**src/rtl/conv_tap_mac.sv**
```systemverilog
`default_nettype none
// ============================================================================
//  Module   : conv_tap_mac
//  Purpose  : Single-output causal convolution over a 4-tap delay line.
//             On an accepted start the taps and bias are latched, then one
//             multiply-accumulate runs per cycle. The Q-format result is
//             floored, saturated to W bits and presented with a one-cycle
//             valid pulse. Weights sit in a 4-entry writable register file.
//  Ports    : clk, rst            - clock, asynchronous active-high reset
//             in_d0_i..in_d3_i    - signed taps (d0 oldest, d3 newest)
//             start_i, bias_i     - compute request and its signed bias
//             wgt_we_i/addr_i/data_i - weight register write port
//             busy_o              - high while in MAC or OUT
//             out_o, out_valid_o  - signed result and its one-cycle strobe
//             saturated_o         - result was clipped (held with out_o)
//  Revision : 1.0  initial release
// ============================================================================
module conv_tap_mac #(
    parameter int W     = 16,
    parameter int FRAC  = 12,
    parameter int ACC_W = 2*W+4
) (
    input  logic                clk,
    input  logic                rst,
    input  logic signed [W-1:0] in_d0_i,
    input  logic signed [W-1:0] in_d1_i,
    input  logic signed [W-1:0] in_d2_i,
    input  logic signed [W-1:0] in_d3_i,
    input  logic                start_i,
    input  logic signed [W-1:0] bias_i,
    input  logic                wgt_we_i,
    input  logic [1:0]          wgt_addr_i,
    input  logic signed [W-1:0] wgt_data_i,
    output logic                busy_o,
    output logic signed [W-1:0] out_o,
    output logic                out_valid_o,
    output logic                saturated_o
);

    typedef enum logic [1:0] {
        S_IDLE = 2'd0,
        S_MAC  = 2'd1,
        S_OUT  = 2'd2
    } state_t;

    state_t                    state_q;
    logic [1:0]                k_q;
    logic signed [ACC_W-1:0]   acc_q;
    logic signed [W-1:0]       tap_q [4];
    logic signed [W-1:0]       wgt_q [4];
    logic signed [W-1:0]       out_q;
    logic                      out_valid_q;
    logic                      sat_q;

    logic                      w_accept;
    logic signed [2*W-1:0]     w_prod;
    logic signed [ACC_W-1:0]   w_prod_ext;
    logic signed [ACC_W-1:0]   w_bias_acc;
    logic signed [ACC_W-1:0]   w_shift;
    logic                      w_fits;
    logic signed [W-1:0]       w_clamp;

    // The OUT cycle also takes a new start so results can be issued
    // back-to-back every 5 cycles; MAC cycles ignore start.
    assign w_accept   = start_i && ((state_q == S_IDLE) || (state_q == S_OUT));

    assign w_prod     = tap_q[k_q] * wgt_q[k_q];
    assign w_prod_ext = {{(ACC_W-2*W){w_prod[2*W-1]}}, w_prod};
    assign w_bias_acc = {{(ACC_W-W){bias_i[W-1]}}, bias_i} <<< FRAC;

    // Arithmetic shift floors toward -inf. The value fits in W bits only
    // when every bit from W-1 upward equals the sign bit.
    assign w_shift    = acc_q >>> FRAC;
    assign w_fits     = (w_shift[ACC_W-1:W-1] == {(ACC_W-W+1){w_shift[W-1]}});
    assign w_clamp    = w_fits ? w_shift[W-1:0]
                      : (w_shift[ACC_W-1] ? {1'b1, {(W-1){1'b0}}}
                                          : {1'b0, {(W-1){1'b1}}});

    always_ff @(posedge clk or posedge rst) begin
        if (rst) begin
            state_q     <= S_IDLE;
            k_q         <= 2'd0;
            acc_q       <= '0;
            out_q       <= '0;
            out_valid_q <= 1'b0;
            sat_q       <= 1'b0;
            for (int i = 0; i < 4; i++) begin
                tap_q[i] <= '0;
                wgt_q[i] <= '0;
            end
        end else begin
            out_valid_q <= 1'b0;
            case (state_q)
                S_IDLE: begin
                    // A write landing with an accepted start is dropped.
                    if (!w_accept && wgt_we_i) begin
                        wgt_q[wgt_addr_i] <= wgt_data_i;
                    end
                end
                S_MAC: begin
                    acc_q <= acc_q + w_prod_ext;
                    k_q   <= k_q + 2'd1;
                    if (k_q == 2'd3) begin
                        state_q <= S_OUT;
                    end
                end
                S_OUT: begin
                    out_q       <= w_clamp;
                    sat_q       <= ~w_fits;
                    out_valid_q <= 1'b1;
                    state_q     <= S_IDLE;
                end
                default: state_q <= S_IDLE;
            endcase

            if (w_accept) begin
                tap_q[0] <= in_d0_i;
                tap_q[1] <= in_d1_i;
                tap_q[2] <= in_d2_i;
                tap_q[3] <= in_d3_i;
                acc_q    <= w_bias_acc;
                k_q      <= 2'd0;
                state_q  <= S_MAC;
            end
        end
    end

    assign busy_o      = (state_q != S_IDLE);
    assign out_o       = out_q;
    assign out_valid_o = out_valid_q;
    assign saturated_o = sat_q;

endmodule
`default_nettype wire
```
**config.mk**
```make
export PLATFORM = sky130hd
export DESIGN_NAME = conv_tap_mac
export DESIGN_NICKNAME = d
export VERILOG_FILES = /design/src/rtl/conv_tap_mac.sv
export SDC_FILE = /design/constraint.sdc
export NUM_CORES = 1
export LEC_CHECK = 0
export ABC_AREA = 1
export BUFFER_PORTS_ARGS = -buffer_cell sky130_fd_sc_hd__buf_4
export CAP_MARGIN = 20
export CORE_ASPECT_RATIO = 0.75
export CORE_MARGIN = 2
export CORE_UTILIZATION = 35
export CTS_CLUSTER_SIZE = 12
export DETAILED_ROUTE_END_ITERATION = 6
export PLACE_DENSITY = 0.48
export SYNTH_ARGS = -nofsm -noshare
export SYNTH_HDL_FRONTEND = slang
export SYNTH_SLANG_ARGS = --single-unit
```
**constraint.sdc**
```tcl
create_clock -name clk -period 10 [get_ports clk]
set_input_delay 0 -clock clk [delete_from_list [all_inputs] [get_ports clk]]
set_output_delay 0 -clock clk [all_outputs]
set_load 0.03 [all_outputs]
```
==> flow_summary_export.csv <==
group,metric,value,unit
final_layout,area_growth,14.8,%
timing,fin_ws,1960,ps
run_status,status,"finished, final reports clean",
timing,fin_crit,8040,ps
final_layout,nFillCells,6030,
final_layout,mostFrequentLayoutCells,"nand2_1 (720), inv_1 (518), fa_1 (314), dfrtp_1 (185), nor2_1 (181)",
placement,portBuffers,120,
detailed_routing,wl,61000,um
yosys,yosys.area.top_type_share,0.303,
timing,period_share,0.804,
detailed_routing,drcViolationCount,0,
timing,tightest_slew,1040,ps
yosys,synthesis.instances,2505,
clock_network,max-clock-path-buffers,2,
detailed_routing,dr.first_iter.drc_count,1044,
placement,placed_cell_area,0.0223,mm2
yosys,synth_fp_nets,3029,
yosys,yosys_register_bits,186,
floorplan,die_h,215,um
yosys,async_flop_share,1.00,
global_routing,grt_pass1_wl,101000,um
final_layout,final_area,0.0238,mm2
placement,place_ws,2020,ps
timing,skew,23.4,ps
timing,final-hold-violation-count,0,
critical_path,cp_data_required_time,10390,ps
placement,dpl.hpwl,48800,um
yosys,synth_cell_type_count,42,
critical_path,crit_path_end_kind,"flop",
timing,rsz0062_at_grt,"false",
critical_path,critPathLaunchType,"flop",
critical_path,rr_worst_depth,28,
critical_path,rr_endpoint,"acc_q[32]",
final_layout,final_net_count,3203,
detailed_routing,dr_total_vias,16569,
critical_path,crit_slowest_cell,"a32oi_2",
final_layout,num_antenna_cells,0,
clock_network,cts_made_buffers,17,
critical_path,crit_start,"k_q[1]",
critical_path,max_stage_delay,710,ps
yosys,syn_area_per_cell,8.28,um2
floorplan,core,0.0588,mm2
placement,globalplace.congestion,0.904,
floorplan,num_io_pins,121,
clock_network,cts_root_buffer,"clkbuf_16",
critical_path,critPathKind,"flop to flop",
min_path,min_path_cells,5,
critical_path,endpoint,"acc_q[32]",
final_layout,instances_no_fill,3482,
critical_path,arrival,8430,ps
global_routing,grt.overflow.total,0,
yosys,yosysSeqAreaShare,0.224,
clock_network,path_clk_slew,100,ps
critical_path,r2r-start,"k_q[1]",
timing,tns,0,ps
final_layout,register_area,0.00466,mm2
yosys,synthTopCellsByArea,"fa_1 (30%), dfrtp_1 (22%), nand2_1 (13%)",
final_layout,drive_above_1_share,0.0984,
yosys,ys.flop_type,"dfrtp_1",
final_layout,multiInputGateArea,0.0135,mm2
yosys,yosysTopAreaCell,"fa_1",
yosys,syn-cell-area,0.0207,mm2
floorplan,row_count,77,
timing,max_freq,124,MHz
global_routing,grt_pass1_vias,17951,
detailed_routing,drt.antenna.violating_nets,0,
flow_run,maxCapViolCount,0,
timing,setup_violations,0,
global_routing,antenna_found_initial,0,
timing,slew_headroom,0.306,
timing,maxSlewViolCount,0,
critical_path,crit_fanout,33,
clock_network,cts_tree,"yes",
yosys,synth-edff-count,0,
min_path,min_path_type,"primary input to flop",
clock_network,clk_latency,510,ps
final_layout,final_common_cell,"nand2_1",
floorplan,dieArea,0.0613,mm2
floorplan,die_x,285,um
clock_network,postCtsSetupRepairBufs,0,
clock_network,ctsHtreeMaxLevel,4,
placement,dp_cells,3354,
critical_path,r2r_slack,1960,ps
detailed_routing,drt_pass1_iterations,5,
detailed_routing,via_per_inst,4.76,
global_routing,grt_max_degree,126,
yosys,yosys_warnings,0,
clock_network,clock-sinks,186,
global_routing,gr-usage-all-layers,0.212,
detailed_routing,wire_per_inst,17.5,um
floorplan,start_util,0.353,
layer usage:
layer	GRT usage	vias up	wire length (um)	part of all wire
li1	-	7811	-	-
met1	0.307	8374	29300	0.48
met2	0.332	328	27700	0.45
met3	0.0377	56	3060	0.050
met4	0.0469	0	865	0.014
met5	0	-	0	0
kinds of logic after synthesis:
family / Yosys count / synth area share
DFF: 186 / 0.224
adders and majority gates: 422 / 0.368
buffers and inverters: 630 / 0.125
xor gates and xnor gates: 8 / 0.00338
AOI/OAI and AO/OA: 228 / 0.0811
and+or+nand+nor: 1031 / 0.198
synthesized netlist by cell type, drive strengths merged (5+ instances only):
cell type / number
nand4: 8
nor2: 204
a22o: 12
dfrtp: 186
buf: 52
nand3: 72
o21ai: 97
o21bai: 12
nand2: 728
fa: 314
ha: 108
a21oi: 71
clkbuf: 25
xnor2: 5
nor3: 6
a32oi: 30
inv: 553
metrics by stage:
step                       util  hold WS (ps)
after floorplan               -           110
after global placement    0.379           199
after detailed placement  0.379           201
after CTS                 0.405          2.91
after global routing      0.405          99.1
final                     0.405          31.5
sequential cells by signal (all words and copies together), names as in the netlist:
| register | flops |
|---|---|
| acc_q | 36 |
| k_q | 2 |
| out_o | 16 |
| out_valid_o | 1 |
| saturated_o | 1 |
| state_q | 2 |
| tap_q | 64 |
| wgt_q | 64 |
critical path: cells and delay by family, from the launching register on:
| family | cells | cell delay, ps |
|---|---|---|
| adder cells (fa/ha/maj) | 7 | 3580 |
| buffers and inverters | 9 | 1750 |
| AND/OR/NAND/NOR | 10 | 1320 |
| AO/OA/AOI/OAI | 2 | 800 |
| flip-flops | 1 | 430 |
what timing repair did:
action,4_1_cts,5_1_grt
hold buffers,96,0
gates resized for setup,0,0
hold endpoints to repair,267,0
final cells by class:
| class | instances | share of cell area |
|---|---|---|
| inverters | 553 | 0.0881 |
| flip-flops and latches | 186 | 0.196 |
| repair buffers | 232 | 0.0832 |
| multi-input cells | 1689 | 0.567 |
| clock inverters | 14 | 0.00641 |
| clock buffers | 18 | 0.0180 |
| well taps | 790 | 0.0415 |
how the worst min path moves through the flow:
stage	from	endpoint	slack (ps)
5_1_grt	bias_i[15]	acc_q[28]	100
3_5_place_dp	in_d1_i[1]	tap_q[33]	200
3_3_place_gp	in_d1_i[1]	tap_q[33]	200
2_1_floorplan	in_d3_i[0]	tap_q[0]	110
4_1_cts	bias_i[15]	acc_q[28]	3
6_report	bias_i[15]	acc_q[28]	30
Power is not shown: default switching activity piles up to over one toggle a cycle in this logic, so the estimate is an artifact.
